File: config.mk
export PLATFORM = sky130hd
export DESIGN_NAME = ppu_regif_dma
export DESIGN_NICKNAME = d
export VERILOG_FILES = /design/src/rtl/ppu_regif_dma.sv
export SDC_FILE = /design/constraint.sdc
export NUM_CORES = 1
export LEC_CHECK = 0
export ABC_AREA = 1
export CAP_MARGIN = 0
export CORE_AREA = 5 5 76 147
export CTS_BUF_LIST = sky130_fd_sc_hd__clkbuf_2
export CTS_CLUSTER_SIZE = 16
export DETAILED_ROUTE_END_ITERATION = 10
export DIE_AREA = 0 0 81 152
export PLACE_DENSITY_LB_ADDON = 0.15
export SLEW_MARGIN = 20
export SYNTH_ARGS = -nofsm -noshare
export SYNTH_HDL_FRONTEND = slang
export SYNTH_SLANG_ARGS = --single-unit
File: constraint.sdc
create_clock -name i_cpu_clk -period 2.5 [get_ports i_cpu_clk]
set_input_delay 0.5 -clock i_cpu_clk [delete_from_list [all_inputs] [get_ports i_cpu_clk]]
set_output_delay 0.5 -clock i_cpu_clk [all_outputs]
set_load 0.02 [all_outputs]
File: src/rtl/ppu_regif_dma.sv
// CPU-side PPU register interface ($2000-$2007, mirrored through $3FFF) with
// Loopy scroll state, $2007 read buffer, vblank/NMI logic and a $4014 OAM DMA
// engine that halts the CPU while it copies one page into OAM.
//
// DMA state | meaning
// ----------+-----------------------------------------------------------
// ST_IDLE   | no transfer, CPU runs, register side effects enabled
// ST_ALIGN  | one dead cycle after the $4014 write
// ST_RD     | source read strobe for byte cnt
// ST_WR     | source byte lands, written to OAM at oamaddr
module ppu_regif_dma #(
    parameter int          OAM_AW   = 8,
    parameter int          VRAM_AW  = 14,
    parameter int          DMA_LEN  = 256,
    parameter logic [15:0] DMA_PORT = 16'h4014
) (
    input  logic               i_cpu_clk,
    input  logic               i_cpu_rstn,
    input  logic [15:0]        i_bus_addr,
    input  logic               i_bus_wn,
    input  logic [7:0]         i_bus_wdata,
    output logic [7:0]         o_ppu_rdata,
    output logic               o_cpu_halt,
    output logic [15:0]        o_dma_addr,
    output logic               o_dma_rd,
    input  logic [7:0]         i_dma_rdata,
    output logic [OAM_AW-1:0]  o_oam_addr,
    output logic               o_oam_we,
    output logic [7:0]         o_oam_wdata,
    input  logic [7:0]         i_oam_rdata,
    output logic [VRAM_AW-1:0] o_vram_addr,
    output logic               o_vram_we,
    output logic [7:0]         o_vram_wdata,
    input  logic [7:0]         i_vram_rdata,
    output logic [7:0]         o_ppuctrl,
    output logic [7:0]         o_ppumask,
    output logic [14:0]        o_loopyT,
    output logic [2:0]         o_fineX,
    input  logic               i_spr_ovfl,
    input  logic               i_spr_0hit,
    input  logic               i_vblank,
    output logic               o_nmi_n
);

    localparam int CW = (DMA_LEN > 2) ? $clog2(DMA_LEN) : 1;
    localparam logic [CW-1:0] CNT_LAST = CW'(DMA_LEN - 1);

    typedef enum logic [1:0] {ST_IDLE, ST_ALIGN, ST_RD, ST_WR} dma_state_t;

    dma_state_t          state;
    logic [7:0]          page;
    logic [CW-1:0]       cnt;

    logic [7:0]          ctrl;
    logic [7:0]          mask;
    logic [OAM_AW-1:0]   oamaddr;
    logic [14:0]         t;
    logic [VRAM_AW-1:0]  v;
    logic [2:0]          fine_x;
    logic                w;
    logic [7:0]          rbuf;
    logic [4:0]          openbus;
    logic                vblank_q;
    logic                vbl;

    logic                reg_hit;
    logic [2:0]          idx;
    logic                wr_en;
    logic                rd_en;
    logic                rd_status;
    logic                acc_data;
    logic                palette;
    logic                dma_go;
    logic [14:0]         t_lo_wr;
    logic [VRAM_AW-1:0]  v_step;

    // Bus decode; every register side effect is blocked while the CPU is halted.
    assign reg_hit   = (i_bus_addr[15:13] == 3'b001);
    assign idx       = i_bus_addr[2:0];
    assign wr_en     = reg_hit & ~i_bus_wn & ~o_cpu_halt;
    assign rd_en     = reg_hit &  i_bus_wn & ~o_cpu_halt;
    assign rd_status = rd_en & (idx == 3'd2);
    assign acc_data  = (wr_en | rd_en) & (idx == 3'd7);
    assign palette   = ((16'(v) >> 8) & 16'h003F) == 16'h003F;
    assign dma_go    = ~i_bus_wn & (i_bus_addr == DMA_PORT) & (state == ST_IDLE);
    assign t_lo_wr   = {t[14:8], i_bus_wdata};
    assign v_step    = ctrl[2] ? VRAM_AW'(32) : VRAM_AW'(1);

    // Control, mask, Loopy T/V/fineX/w, read buffer and open-bus latch.
    always_ff @(posedge i_cpu_clk or negedge i_cpu_rstn) begin
        if (!i_cpu_rstn) begin
            ctrl    <= '0;
            mask    <= '0;
            t       <= '0;
            v       <= '0;
            fine_x  <= '0;
            w       <= 1'b0;
            rbuf    <= '0;
            openbus <= '0;
        end else begin
            if (wr_en) begin
                openbus <= i_bus_wdata[4:0];
                case (idx)
                    3'd0: begin
                        ctrl     <= i_bus_wdata;
                        t[11:10] <= i_bus_wdata[1:0];
                    end
                    3'd1: mask <= i_bus_wdata;
                    3'd5: begin
                        if (!w) begin
                            t[4:0] <= i_bus_wdata[7:3];
                            fine_x <= i_bus_wdata[2:0];
                        end else begin
                            t[9:5]   <= i_bus_wdata[7:3];
                            t[14:12] <= i_bus_wdata[2:0];
                        end
                        w <= ~w;
                    end
                    3'd6: begin
                        if (!w) begin
                            t[14:8] <= {1'b0, i_bus_wdata[5:0]};
                        end else begin
                            t <= t_lo_wr;
                            v <= VRAM_AW'(t_lo_wr);
                        end
                        w <= ~w;
                    end
                    default: ;
                endcase
            end
            if (rd_status) w <= 1'b0;
            if (acc_data) v <= v + v_step;
            if (rd_en && idx == 3'd7) rbuf <= i_vram_rdata;
        end
    end

    // OAM address: CPU $2003/$2004 path, or post-increment per DMA byte.
    always_ff @(posedge i_cpu_clk or negedge i_cpu_rstn) begin
        if (!i_cpu_rstn) begin
            oamaddr <= '0;
        end else if (state == ST_WR) begin
            oamaddr <= oamaddr + 1'b1;
        end else if (wr_en && idx == 3'd3) begin
            oamaddr <= OAM_AW'(i_bus_wdata);
        end else if (wr_en && idx == 3'd4) begin
            oamaddr <= oamaddr + 1'b1;
        end
    end

    // Vblank flag with $2002 read-race suppression, and registered NMI.
    always_ff @(posedge i_cpu_clk or negedge i_cpu_rstn) begin
        if (!i_cpu_rstn) begin
            vblank_q <= 1'b0;
            vbl      <= 1'b0;
            o_nmi_n  <= 1'b1;
        end else begin
            vblank_q <= i_vblank;
            if (!i_vblank) begin
                vbl <= 1'b0;
            end else if (!vblank_q && !rd_status) begin
                vbl <= 1'b1;
            end else if (rd_status) begin
                vbl <= 1'b0;
            end
            o_nmi_n <= ~(vbl & ctrl[7]);
        end
    end

    // DMA sequencer: ALIGN, then DMA_LEN read/write pairs, CPU halted throughout.
    always_ff @(posedge i_cpu_clk or negedge i_cpu_rstn) begin
        if (!i_cpu_rstn) begin
            state      <= ST_IDLE;
            page       <= '0;
            cnt        <= '0;
            o_cpu_halt <= 1'b0;
            o_dma_rd   <= 1'b0;
        end else begin
            case (state)
                ST_IDLE: begin
                    if (dma_go) begin
                        state      <= ST_ALIGN;
                        page       <= i_bus_wdata;
                        cnt        <= '0;
                        o_cpu_halt <= 1'b1;
                    end
                end
                ST_ALIGN: begin
                    state    <= ST_RD;
                    o_dma_rd <= 1'b1;
                end
                ST_RD: begin
                    state    <= ST_WR;
                    o_dma_rd <= 1'b0;
                end
                ST_WR: begin
                    cnt <= cnt + 1'b1;
                    if (cnt == CNT_LAST) begin
                        state      <= ST_IDLE;
                        o_cpu_halt <= 1'b0;
                    end else begin
                        state    <= ST_RD;
                        o_dma_rd <= 1'b1;
                    end
                end
                default: begin
                    state      <= ST_IDLE;
                    o_cpu_halt <= 1'b0;
                    o_dma_rd   <= 1'b0;
                end
            endcase
        end
    end

    // CPU read data mux; zero whenever no PPU register is being read.
    always_comb begin
        o_ppu_rdata = 8'h00;
        if (reg_hit && i_bus_wn) begin
            case (idx)
                3'd2:    o_ppu_rdata = {vbl, i_spr_0hit, i_spr_ovfl, openbus};
                3'd4:    o_ppu_rdata = i_oam_rdata;
                3'd7:    o_ppu_rdata = palette ? i_vram_rdata : rbuf;
                default: o_ppu_rdata = 8'h00;
            endcase
        end
    end

    assign o_dma_addr   = {page, 8'(cnt)};
    assign o_oam_addr   = oamaddr;
    assign o_oam_we     = (state == ST_WR) | (wr_en & (idx == 3'd4));
    assign o_oam_wdata  = (state == ST_WR) ? i_dma_rdata : i_bus_wdata;
    assign o_vram_addr  = v;
    assign o_vram_we    = wr_en & (idx == 3'd7);
    assign o_vram_wdata = i_bus_wdata;
    assign o_ppuctrl    = ctrl;
    assign o_ppumask    = mask;
    assign o_loopyT     = t;
    assign o_fineX      = fine_x;

endmodule

# After elaboration in Yosys (flattened, before gate mapping)

Cells that the tools add are included.

Flip-flop bits (word level): 93
Input port bits: 54
Logic and storage cells: 131
Output and inout bits: 101

Mux-type cells: 36
Eq/ne operators: 22
Add/sub/neg operators: 3
Reductions and logical operators: 33
Bitwise operators: 17

Operator list:

| cell                                                                    | count |
|---|---|
| 8-bit 2-to-1 mux                                                        | 8 |
| 14-bit 2-to-1 mux                                                       | 4 |
| 8-bit one-hot mux with 3 select lines                                   | 1 |
| 10-bit one-hot mux with 2 select lines                                  | 1 |
| 8-bit by 1-bit adder with 8-bit output, second input constant           | 2 |
| 16-bit by 15-bit equality test with 1-bit output, second input constant | 1 |
| 8-bit one-hot mux with 2 select lines                                   | 1 |
| 2-bit nonzero test                                                      | 8 |
| 14-bit by 6-bit adder with 14-bit output                                | 1 |
| 2-bit inequality test, second input constant                            | 7 |
| 3-bit equality test, second input constant                              | 4 |
| 2-bit AND reduction                                                     | 6 |
| 3-bit AND reduction                                                     | 4 |
| 4-bit AND reduction                                                     | 3 |
| 1-bit AND                                                               | 11 |
| 5-bit 2-to-1 mux                                                        | 2 |
| 1-bit 2-to-1 mux                                                        | 9 |
| 8-bit equality test, second input constant                              | 1 |
| 2-bit one-hot mux with 4 select lines                                   | 1 |
| 7-bit 2-to-1 mux                                                        | 1 |
| 3-bit by 1-bit equality test with 1-bit output, second input constant   | 2 |
| 3-bit by 2-bit equality test with 1-bit output, second input constant   | 2 |
| 6-bit equality test, second input constant                              | 1 |
| 6-bit 2-to-1 mux                                                        | 1 |
| 17 further kinds                                                        | 29 |

# Depth between registers and ports, before layout

Gate-level depths: netlist of run 1.

Depth in word-level cells: 8
Depth in mapped cells: 12

# Least setup slack after synthesis of run 1

Ideal clock, no wire load.

Kind: register to output
Start: register v[9] (netlist: o_vram_addr[9])
End: output port o_ppu_rdata[0]
Arrival time: 1.654 ns
Slack: 0.346 ns
Data required time: 2.000 ns
Stages on the path, launching flop included: 8
Cells stage by stage: dfrtp_1 > nand2_1 > nor2_2 > nand3_1 > buf_2 > o21ai_0 > a21oi_1 > nor2_1

Longest elaborated chain between the ends: 4

Ends and longest elaborated chain:

| item                                  | line | text |
|---|---|---|
| from (decl)                           | 58   | `logic [VRAM_AW-1:0] v;` |
| from (signal assigned)                | 124  | `v <= VRAM_AW'(t_lo_wr);` |
| from (signal assigned)                | 132  | `if (acc_data) v <= v + v_step;` |
| 6-bit equality test                   | 84   | `assign palette = ((16'(v) >> 8) & 16'h003F) == 16'h003F;` |
| 8-bit 2-to-1 mux                      | 221  | `3'd7: o_ppu_rdata = palette ? i_vram_rdata : rbuf;` |
| 8-bit one-hot mux with 3 select lines | 218  | `case (idx)` |
| 8-bit 2-to-1 mux                      | 217  | `if (reg_hit && i_bus_wn) begin` |
| to (decl)                             | 22   | `output logic [7:0] o_ppu_rdata,` |

No other way between the ends.

# Worst setup path after layout of run 1

Start: register v[11] (netlist: o_vram_addr[11])
End: output port o_ppu_rdata[2]

Same word-level chain as after synthesis.

==> flow_metrics.tcl, run 1 <==
set metrics [dict create \
    netlist_instances 665 \
    nNetsFinal 922 \
    rsz0062_at_grt "yes" \
    synthArstFlopShare_pct 100 \
    grt_pass1_wl_um 26300 \
    worstRegToRegCells 9 \
    finalClockSkew_ps 19.1 \
    cts.clk_slew.worst_paths_ps 260 \
    cp_slowest_stage_delay_ps 430 \
    path_cells "nand2_2, nor2_4, nand3_4, clkbuf_16, o21ai_1, a21oi_1, nor2_1, buf_4" \
    io_pins 155 \
    drv_slew 0 \
    dieArea_sq_mm 0.0123 \
    vias 5342 \
    yosys_warnings 0 \
    ir_drop_uv 430 \
    cts_max_level 3 \
    cp.depth 8 \
    cts_tree "done" \
    place_congestion 0.934 \
    tightest_slew_ps 413 \
    die_x_um 81 \
    initial_utilization_pct 49.9 \
    p_leak_nw 3.39 \
    timing_worst_setup_path_type "reg2out" \
    path_delay_family "flip-flops" \
    multiInputGateArea_sq_mm 0.00231 \
    regArea_sq_mm 0.00233 \
    yosysUniqueCellTypes 36 \
    antenna_found_initial 1 \
    final_util_pct 71.9 \
    wl_per_cell_um 16.6 \
    hold_class "in2async" \
    synth_area_sq_mm 0.00500 \
    hold_violations 0 \
    io_buffers 154 \
    synth_nets 724 \
    relSlewSlack_pct 72.3 \
    cts_made_buffers 9 \
    routed_wl_um 16600 \
    first_global_vias 5408 \
    worst-path-buf-inv 2 \
    synth_edf_count 0 \
    die_h_um 152 \
    max_freq_mhz 404 \
    whs_ps 363 \
    setup_violations 0 \
    grt.total_usage_pct 27.5 \
    fin_crit_ps 2480 \
    dpl.hpwl_um 12900 \
    drtIter0Drc 336 \
    period_share_pct 99.1 \
    grt_max_degree 49 \
    rows 52 \
    route.detailed.drc 0 \
    clockBufferDepth 2 \
    dr.pass1.iters 6 \
    synth-seq-cells 93 \
    critPathArrivalTime_ps 1980 \
    critPathRequiredTime_ps 2000 \
    cp_slowest_cell "dfrtp_1" \
    cts_sinks 93 \
    viasPerCell 5.32 \
    endpoint_kind "primary output" \
    layout-drive-gt1-share_pct 14.7 \
    worstPathMaxFanout 8 \
    root_buffer "clkbuf_2" \
    reg2reg_slack_ps 630 \
    areaGrowthSynthToFinish_pct 43.9 \
    clk_latency_ps 550 \
    cap_violations 0 \
    power_density_mw_per_mm2 616 \
    startpoint_type "register" \
    ant_nets 0 \
    grt_overflow 0 \
    status "completed" \
    n_fill_cell 849 \
    synth_area_per_cell_sq_um 7.52 \
    synthFlopType "dfrtp_1" \
    core_sq_mm 0.0100 \
    yosysSeqAreaShare_pct 46.5 \
]
==> sequential cells by signal (all words and copies together) (netlist names) <==
signal,count
rbuf,8
w,1
openbus,5
vbl,1
o_nmi_n,1
page,8
o_fineX,3
cnt,8
o_dma_rd,1
o_loopyT,15
o_vram_addr,14
o_oam_addr,8
state,2
o_cpu_halt,1
vblank_q,1
o_ppumask,8
o_ppuctrl,8
==> synthesized netlist by cell type, types with 5 or more instances <==
cell type	instances	area, sq um
nand2_1	220	826
dfrtp_1	92	2300
o21ai_0	69	345
inv_1	64	240
nand3_1	50	250
nor2_1	43	161
o21ai_1	21	105
a21oi_1	12	60.1
buf_4	10	75.1
nand4_1	10	62.6
o211ai_1	10	75.1
buf_2	7	35.0
nand3b_1	6	45.0
clkbuf_1	5	18.8
ha_1	5	62.6
==> final cells by class <==
class | instances | area share, %
flip-flops and latches | 93 | 32.3
multi-input cells | 478 | 32.1
repair buffers | 211 | 27.1
inverters | 69 | 3.65
well taps | 135 | 2.35
clock inverters | 7 | 1.70
clock buffers | 9 | 0.625
repair inverters | 1 | 0.104
diodes | 1 | 0.0347
==> kinds of logic (layout without fill, tap and decap cells) <==
| logic type | after synthesis | after routing | share of synthesized area [%] |
|---|---|---|---|
| adders and majority gates | 5 | 5 | 1.25 |
| DFF | 93 | 93 | 46.5 |
| xor gates and xnor gates | 6 | 6 | 1.05 |
| AOI/OAI and AO/OA | 118 | 118 | 12.7 |
| other | 0 | 1 | 0 |
| buffers and inverters | 94 | 297 | 8.43 |
| and+or+nand+nor | 349 | 349 | 30.0 |
==> layout by cell type (no fill, tap or decap), types with 2 or more instances in the layout <==
| cell | instances |
|---|---|
| a21oi_1 | 10 |
| a21oi_2 | 2 |
| buf_12 | 2 |
| buf_4 | 61 |
| bufinv_16 | 3 |
| clkbuf_2 | 19 |
| clkdlybuf4s50_1 | 135 |
| clkinvlp_4 | 4 |
| dfrtp_1 | 91 |
| ha_1 | 5 |
| inv_1 | 63 |
| inv_2 | 4 |
| nand2_1 | 215 |
| nand2_2 | 7 |
| nand3_1 | 49 |
| nand3_2 | 3 |
| nand3b_1 | 6 |
| nand4_1 | 10 |
| nor2_1 | 43 |
| nor2_4 | 3 |
| nor3_1 | 4 |
| nor3_2 | 2 |
| o211ai_1 | 10 |
| o21ai_0 | 62 |
| o21ai_1 | 24 |
| o21ai_2 | 4 |
| o21bai_1 | 2 |
| or2_2 | 2 |
| xnor2_1 | 2 |
| xor2_1 | 4 |
==> through the flow <==
step / cells / setup TNS [ps] / area [sq um] / setup WS (ps) / power (mW)
2_1_floorplan: 665 / 0 / 5000 / 346 / 2.66
3_3_place_gp: 980 / -2800 / 6960 / -311 / 3.41
3_5_place_dp: 980 / -3420 / 6960 / -384 / 3.45
4_1_cts: 1000 / 0 / 7150 / 0.732 / 4.43
5_1_grt: 1004 / -797 / 7200 / -106 / 4.65
6_report: 1004 / 0 / 7200 / 22.1 / 4.44
==> path summary, 6_finish.rpt <==
path,end,start
min in group i_cpu_clk,vblank_q,i_vblank
worst min-delay path,o_vram_addr[7],i_cpu_rstn
worst max-delay path,o_ppu_rdata[2],o_vram_addr[11]
worst min register to register,o_nmi_n,vbl
max in group asynchronous,o_nmi_n,i_cpu_rstn
worst max register to register,o_vram_addr[10],o_ppuctrl[2]
==> layer usage <==
layer | track usage, % | vias up | routed length, um
met5 | 0 | - | 0
met2 | 49.2 | 216 | 9070
met4 | 14.2 | 0 | 844
met1 | 29.6 | 2516 | 5840
met3 | 5.09 | 61 | 880
li1 | - | 2549 | -
==> report_power, final <==
part           leakage [nW]  switching, mW  internal, mW
registers              1.17          0.244          1.74
clock network        0.0887          0.531         0.435
logic                  2.13          0.781         0.706
total                  3.39           1.56          2.88
==> what timing repair did <==
action	4_1_cts	5_1_grt
cloned	1	1
endpoints found under the hold margin	25	0
hold buffers	1	0
endpoints found under the setup margin	18	18
gates resized for setup	70	35
setup buffers	2	2
pin swaps	1	5
(Power assumes the default switching activity.)
==> run 2: changes to the inputs <==
--- a/config.mk
+++ b/config.mk
@@ -7,11 +7,11 @@
 export LEC_CHECK = 0
 export ABC_AREA = 1
 export CAP_MARGIN = 0
-export CORE_AREA = 5 5 76 147
+export CORE_AREA = 5 5 113 126
 export CTS_BUF_LIST = sky130_fd_sc_hd__clkbuf_2
 export CTS_CLUSTER_SIZE = 16
 export DETAILED_ROUTE_END_ITERATION = 10
-export DIE_AREA = 0 0 81 152
+export DIE_AREA = 0 0 118 131
 export PLACE_DENSITY_LB_ADDON = 0.15
 export SLEW_MARGIN = 20
 export SYNTH_ARGS = -nofsm -noshare
==> run 2 against run 1 <==
Effect of this change:
- the flow now finishes with violations (setup timing)
- clock power shrank 8.2%
- via count shrank 1.9%
- flip-flop and latch count is the same
- combinational power is essentially flat
- critical path depth grew 1
- sequential share of layout area shrank 1.0 points
- clock skew grew 18 ps
- non-clock buffer count grew 20
- global-route usage shrank 6.2 points
- register-to-register slack gained 140 ps
- routed wire length is essentially flat
==> flow_metrics.tcl, run 2 (synthesis results as in run 1) <==
set metrics [dict create \
    status "finished, violations left" \
    violations "setup timing" \
    period_share_pct 103 \
    wl_per_cell_um 15.8 \
    grt_max_degree 48 \
    ant_nets 0 \
    fin_area_sq_mm 0.00744 \
    cts_made_buffers 9 \
    drv_slew 0 \
    core_sq_mm 0.0129 \
    cts_sinks 93 \
    hp-start "i_vblank" \
    dieArea_sq_mm 0.0155 \
    root_buffer "clkbuf_2" \
    die_x_um 118 \
    final_cell_mix "nand2_1, clkdlybuf4s50_1, dfrtp_1, buf_4, inv_1" \
    power_density_mw_per_mm2 586 \
    hold_violations 0 \
    critPathRequiredTime_ps 2000 \
    endpoint_kind "primary output" \
    setup_violations 7 \
    timing.rr.start "o_ppuctrl[2]" \
    die_h_um 131 \
    largest_register_ff_count 15 \
    rsz0062_at_grt "yes" \
    nNetsFinal 943 \
    crit_path_frequent_cell "buf_4" \
    finalClockSkew_ps 37.4 \
    drtIter0Drc 279 \
    viasPerCell 4.99 \
    first_global_vias 5010 \
    clk_latency_ps 610 \
    place_congestion 0.896 \
    max_freq_mhz 387 \
    cts.clk_slew.worst_paths_ps 250 \
    cts_tree "done" \
    startpoint_type "register" \
    cts_max_level 3 \
    path_delay_family "buffers and inverters" \
    initial_utilization_pct 38.8 \
    timing.final.ws_setup_ps -81.0 \
    io_pins 155 \
    dr.pass1.iters 5 \
    antenna_found_initial 1 \
    route.detailed.drc 0 \
    n_fill_cell 1239 \
    io_buffers 154 \
    cp_slowest_stage_delay_ps 430 \
    worst-path-buf-inv 3 \
    areaGrowthSynthToFinish_pct 48.7 \
    layout-drive-gt1-share_pct 17.4 \
    hold_class "in2reg" \
    clockBufferDepth 2 \
    timing_worst_setup_path_type "reg2out" \
    fin_crit_ps 2580 \
    tightest_slew_ps 640 \
    mostFrequentLayoutCell "nand2_1" \
    grt_pass1_wl_um 26200 \
    ir_drop_uv 341 \
    p_leak_nw 3.50 \
    grt_overflow 0 \
    startpoint "o_vram_addr[11]" \
    whs_ps 331 \
    relSlewSlack_pct 57.3 \
    path_cells "nand2_2, nor2_4, nand3_2, buf_12, buf_4, o21ai_2, a21oi_1, nor2_1, buf_4" \
    vias 5241 \
    placed_area_sq_mm 0.00707 \
    worstPathMaxFanout 7 \
    dpl.hpwl_um 12700 \
    critPathArrivalTime_ps 2080 \
    cap_violations 0 \
    grt.total_usage_pct 21.4 \
    routed_wl_um 16600 \
    cp_slowest_cell "dfrtp_1" \
    rows 44 \
]
-- run 2: layout make-up --
type	count	area (sq um)	area share [%]
repair buffers	231	2130	28.7
clock buffers	11	55.1	0.740
diodes	1	2.50	0.0336
well taps	161	201	2.71
multi-input cells	478	2360	31.7
flip-flops and latches	93	2330	31.3
repair inverters	2	15.0	0.202
clock inverters	5	85.1	1.14
inverters	69	263	3.53
-- run 2: timing repair --
item / CTS / global route
endpoints found under the setup margin: 18 / 18
gates cloned: 2 / 1
resized for setup: 81 / 38
setup buffers: 7 / 8
endpoints found under the hold margin: 45 / 0
hold buffers: 1 / 0
pin swaps: 3 / 9
-- run 2: per-layer routing --
layer  GRT usage (%)  wire length (um)  vias to the layer above
met1            27.3              7140                     2468
met3            4.91               946                       25
met4            8.16               391                        0
met5               0                 0                        -
met2            35.7              8150                      147
li1                -                 -                     2601
-- run 2: worst reg2reg max path, delay by kind of cell, from the launching register on --
kind	cells	cell delay, ps
compound gates	2	370
fa+ha+maj	2	350
buf+inv	1	80
flops	1	490
simple gates	4	390
-- run 2: where the power goes --
part,switching [mW],leakage [nW],internal (mW)
logic,0.784,2.25,0.722
clock network,0.541,0.0832,0.346
registers,0.227,1.17,1.74
total,1.55,3.50,2.81
-- run 2: final timing paths --
kind,end,slack [ps],depth (start not counted)
max in group asynchronous,o_nmi_n,1360,3
min,vblank_q,330,1
min reg2reg,o_nmi_n,450,1
min in group asynchronous,page[0],450,2
max reg2reg,o_vram_addr[10],770,9
max,o_ppu_rdata[4],-80,9
-- run 2: stage by stage --
step / power, mW / cells / utilization, % / worst slack (ps) / setup TNS [ps]
3_5_place_dp: 3.46 / 1015 / 54.9 / -355 / -3210
4_1_cts: 4.38 / 1041 / 56.8 / -105 / -631
2_1_floorplan: 2.66 / 665 / - / 346 / 0
3_3_place_gp: 3.43 / 1015 / 54.9 / -284 / -2650
6_report: 4.36 / 1051 / 57.8 / -81.0 / -450
5_1_grt: 4.62 / 1051 / 57.8 / -226 / -1470
